--- config.mk ---
export PLATFORM = sky130hd
export DESIGN_NAME = srl_array_e
export DESIGN_NICKNAME = d
export VERILOG_FILES = /design/src/rtl/srl_array_e.sv
export SDC_FILE = /design/constraint.sdc
export NUM_CORES = 1
export LEC_CHECK = 0
export BUFFER_PORTS_ARGS = -buffer_cell sky130_fd_sc_hd__clkbuf_2
export CAP_MARGIN = 0
export CORE_MARGIN = 5
export CORE_UTILIZATION = 65
export DETAILED_ROUTE_END_ITERATION = 12
export PLACE_DENSITY = 0.93
export SLEW_MARGIN = 5
export SYNTH_ARGS = -nofsm -noshare
export SYNTH_HDL_FRONTEND = slang
export SYNTH_SLANG_ARGS = --single-unit
--- constraint.sdc ---
create_clock -name CLK -period 6.82 [get_ports CLK]
set_input_delay 1.364 -clock CLK [delete_from_list [all_inputs] [get_ports CLK]]
set_output_delay 1.364 -clock CLK [all_outputs]
set_load 0.02 [all_outputs]
--- src/rtl/srl_array_e.sv ---
// Multi-bit addressable shift-register LUT with clock enable, asynchronous clear,
// fill tracking, selectable active clock edge and optional registered tap output.
module srl_array_e #(
   parameter int               WIDTH      = 8,
   parameter int               DEPTH      = 16,
   parameter int               AWIDTH     = 4,
   parameter logic [WIDTH-1:0] INIT_VALUE = {WIDTH{1'b0}},
   parameter int               NEG_CLK    = 0,
   parameter int               REG_OUT    = 0
) (
   input  logic              CLK,
   input  logic              CLR,
   input  logic              CE,
   input  logic [WIDTH-1:0]  D,
   input  logic [AWIDTH-1:0] A,
   output logic [WIDTH-1:0]  Q,
   output logic [WIDTH-1:0]  QLAST,
   output logic              VALID,
   output logic              FULL
);

   localparam logic [AWIDTH-1:0] LAST_TAP = AWIDTH'(DEPTH - 1);
   localparam logic [AWIDTH:0]   FILL_MAX = (AWIDTH + 1)'(DEPTH);
   localparam logic              CLK_INV  = (NEG_CLK != 0) ? 1'b1 : 1'b0;

   logic [WIDTH-1:0]  r_data [DEPTH];
   logic [WIDTH-1:0]  w_data_next [DEPTH];
   logic [AWIDTH:0]   r_fill;
   logic [AWIDTH:0]   w_fill_next;
   logic [AWIDTH-1:0] w_a_eff;
   logic              w_clk;

   // A constant inversion selects the falling edge without duplicating the state logic.
   assign w_clk = CLK ^ CLK_INV;

   if (DEPTH == (2 ** AWIDTH)) begin : g_no_clamp
      assign w_a_eff = A;
   end else begin : g_clamp
      assign w_a_eff = (A > LAST_TAP) ? LAST_TAP : A;
   end

   // Ternaries on CE so an unknown enable merges into X rather than silently holding.
   always_comb begin
      w_data_next[0] = CE ? D : r_data[0];
      for (int i = 1; i < DEPTH; i++) begin
         w_data_next[i] = CE ? r_data[i-1] : r_data[i];
      end
      w_fill_next = (CE && (r_fill != FILL_MAX)) ? (r_fill + {{AWIDTH{1'b0}}, 1'b1}) : r_fill;
   end

   always_ff @(posedge w_clk or posedge CLR) begin
      if (CLR) begin
         for (int i = 0; i < DEPTH; i++) begin
            r_data[i] <= INIT_VALUE;
         end
         r_fill <= {(AWIDTH + 1){1'b0}};
      end else begin
         for (int i = 0; i < DEPTH; i++) begin
            r_data[i] <= w_data_next[i];
         end
         r_fill <= w_fill_next;
      end
   end

   assign QLAST = r_data[DEPTH-1];
   assign FULL  = (r_fill == FILL_MAX);

   if (REG_OUT != 0) begin : g_reg_out
      logic [WIDTH-1:0] r_q;
      logic             r_valid;

      // Registered tap samples post-shift contents so it matches the combinational view after the edge.
      always_ff @(posedge w_clk or posedge CLR) begin
         if (CLR) begin
            r_q     <= INIT_VALUE;
            r_valid <= 1'b0;
         end else begin
            r_q     <= w_data_next[w_a_eff];
            r_valid <= (w_fill_next > {1'b0, w_a_eff});
         end
      end

      assign Q     = r_q;
      assign VALID = r_valid;
   end else begin : g_comb_out
      assign Q     = r_data[w_a_eff];
      assign VALID = (r_fill > {1'b0, w_a_eff});
   end

endmodule
# Yosys cells after proc, flatten, opt, wreduce, memory -nomap -nowiden
# Cells that the tools add are included.
# Widths: inputs -> output; s select.
# classes
magnitude_cmp,2
n_reduce_logical,1
eq_ne,2
muxes,3
addsub,1
bitwise,1
# op_table
op,n
$bmux 8 s4,1
$mux 8,2
$add 5x1->5 const B,1
$eq 5x5->1 const B,1
$ge 5x5->1 const B,1
$gt 5x4->1,1
$ne 5x5->1 const B,1
$not 4->5,1
$logic_and 1x1->1,1
# word_totals
output_inout_bits,18
elab_cells,27
input_bits,15
reg_bits,133

# Longest topological paths before layout
# depth
ltp_word,4
ltp_mapped,8
depth_no_buf,6

# Worst setup path after synthesis
# No wires, ideal clock.
# synth_path
path_type,input -> output
startpoint,in A[1]
endpoint,out VALID
path_buffers,3
t_required_ns,5.456
t_arrival_ns,2.835
setup_slack_ns,2.621
path_stages,8
cell_sequence,buf_4 > buf_6 > buf_2 > inv_1 > ha_1 > nand4_1 > nand2_1 > o21ai_0
# synth_via
elab_chain_len,1
# synth_rtl
element,line,text
from (decl),15,"input logic [AWIDTH-1:0] A,"
$gt 5x4->1,87,"assign VALID = (r_fill > {1'b0, w_a_eff});"
to (decl),18,"output logic VALID,"
# No other way between the ends.

# Worst setup path after layout
# layout_path
startpoint,in A[0]
endpoint,out Q[2]
# layout_via
elab_chain_len,4
# layout_rtl
element,line,text
$not 4->5 (implied by the code),86,assign Q = r_data[w_a_eff];
$bmux 8 s4,86,
$mux 8 (implied by the code) (2 in series),86,
to (decl),16,"output logic [WIDTH-1:0] Q,"
# No other way between the ends. The select of a mux whose other input is x is not followed.

==> qor.txt <==
Syn Inst Count: 382
Status: completed
Fmax: 209 MHz
Synth-to-Final Area Change: 11.4%
Number of port buffers: 32
WP data required: 5.46 ns
Diodes inserted: 0
Leak Pwr: 2.95 nW
Final Hold Slack: 0.506 ns
Max Fanout on Critical Path: 20
Clock Path Buffers: 2
# setup viols final: 0
Vias: 3353
Synthesized area per cell: 16.0 µm²
Maximum VDD drop: 0.263 mV
Largest net degree at the start of global routing: 77
Synthesized flop and latch total: 133
Synth area leaders: dfrtp_1 (55%), mux2_2 (18%), mux4_2 (11%), mux2_1 (5.9%), a22oi_1 (2.0%)
Sequential area share after synthesis: 54.5%
Grt ovf: 0
Layout cell share with drive strength beyond 1: 46.4%
Max cap viols: 0
Worst Hold Class: flip-flop to flip-flop
Cell accounting for the most synthesized area: dfrtp_1
CTS tree: yes
Arrival time worst endpoint: 3.43 ns
Final ANT Viol Nets: 0
First-pass GRT wire length: 19.1 mm
Worst path cell trace: clkbuf_2, buf_4, mux4_2, a22oi_1, nand2_1, clkbuf_2
Postcts setup bufs: 0
Initial Utilization: 66.4%
Total wire length: 11.0 mm
Nets@finish: 426
Number of global-route vias before repair: 3779
Syn nets: 403
Core Rows: 35
Buf/Inv on CP: 3
Share of Yosys cell area claimed by the top area cell type: 54.5%
Post-cts repair resize count: 0
Setup crit end kind: output port
Clock latency on the worst-skew pair: 0.52 ns
Headroom to the max-slew limit: 33.4%
Vert. Die Dim: 107 µm
Slowest-stage cell, CP: clkbuf_2
Die area: 11400 µm²
Num CTS Buffers: 17
Root Buffer: clkbuf_8
Final period utilization: 70.3%
Worst path top cell family by delay: buffers and inverters
Slew Limit Fails: 0
CTS Hold Bufs: 0
Nature of the critical path startpoint: primary input
Clock Skews: 0.00961 ns
Clk slew on worst S/H paths: 0.06 ns
Dpl hpwl: 7.00 mm
CTS H-tree depth: 4
# DRC: 0
First DRT Iteration DRCs: 140
# fillers: 550
Avg WL per Cell: 20.9 µm
Clk sinks: 133
Tightest Pin Transition: 0.999 ns
Ports: 33
Router iterations before antenna repair: 4
Final setup TNS: 0 ns
GR Util All Layers: 21.8%
Gpl congestion: 0.768
Hold Vio Cnt, Final: 0
Power per cell area: 429 nW/µm²
Initial antenna violation count: 0
Synth warnings: 0
Mapped Area: 6100 µm²
Commonest non-fill, non-tap cell in the layout: dfrtp_1
Min Tclk post-route: 4.79 ns
Largest stage delay, worst path: 0.56 ns
CP most frequent cell: clkbuf_2
Critical setup path kind: primary input to output port
CORE AREA: 9200 µm²
Most frequent cells in the layout: dfrtp_1 (133), mux2_2 (97), mux2_1 (32)
RSZ-0062 raised after global routing: false
DIE WIDTH: 107 µm
Drt via density: 6.34
R2r setup slk: 5.18 ns
Cell variety after synth: 23
==> area by class of cell <==
class	instances	area, µm²	share of cell area, %
flip-flops and latches	133	3330	49.0
multi-input cells	211	2520	37.1
clock buffers	22	473	6.96
repair buffers	35	185	2.72
well taps	111	139	2.04
clock inverters	10	120	1.77
inverters	7	28.8	0.423
==> state kept, by name, summed over array words and instances (netlist names) <==
name    count
QLAST       8
r_fill      5
r_data    120
==> per-stage QoR <==
stage	worst slack (ns)	cells	area [µm²]	utilization, %	power (W)
final	2.03	529	6800	73.9	0.00292
after global routing	1.87	529	6800	73.9	0.00308
after CTS	1.98	529	6800	73.9	0.00294
after detailed placement	2.01	497	6200	67.5	0.00204
after global placement	2.06	497	6200	67.5	0.00196
after floorplan	1.90	382	6100	-	0.00184
==> worst paths after layout <==
path                                 start    endpoint  cells past startpoint
worst max-delay path                  A[0]        Q[2]                      6
worst min-delay path            r_data[96]  r_data[96]                      1
worst max register to register   r_fill[0]   r_fill[1]                      6
worst min register to register  r_data[96]  r_data[96]                      1
max in group asynchronous              CLR   r_fill[2]                      3
min in group asynchronous              CLR  r_data[47]                      2
==> routing by layer <==
layer / track usage, % / vias up / wire [µm]
met5: 0 / - / 0
met4: 9.50 / 0 / 261
met3: 6.68 / 22 / 478
met2: 36.4 / 87 / 5850
met1: 26.4 / 1781 / 4450
li1: - / 1463 / -
==> report_power, final <==
group | switching [W] | total, W | internal, W
clock network | 0.000331 | 0.000891 | 0.000560
logic | 0.000279 | 0.000682 | 0.000403
registers | 0.000246 | 0.00134 | 0.00110
total | 0.000857 | 0.00292 | 0.00206
==> cells in the mapped netlist <==
cell type,n
nand2_1,10
clkbuf_1,1
buf_6,3
mux4_1,2
mux2_2,97
nand4_1,3
o21ai_0,1
ha_1,6
mux2_1,32
buf_4,9
nor2_1,4
buf_12,2
inv_1,7
nand2b_1,1
mux4_2,30
dfrtp_1,133
buf_2,16
a21o_1,1
a22oi_1,16
nor3_1,1
xnor2_1,4
nand3b_1,1
a21oi_1,2
==> logic make-up after synthesis <==
| group | count (synthesis) | synth area share [%] |
|---|---|---|
| and+or+nand+nor | 20 | 1.48 |
| xor gates and xnor gates | 4 | 0.574 |
| muxes | 161 | 35.7 |
| AOI/OAI and AO/OA | 20 | 2.34 |
| adders and majority gates | 6 | 1.23 |
| DFF | 133 | 54.5 |
| buffers and inverters | 38 | 4.12 |
No activity file was read; power rests on OpenSTA's default activity.
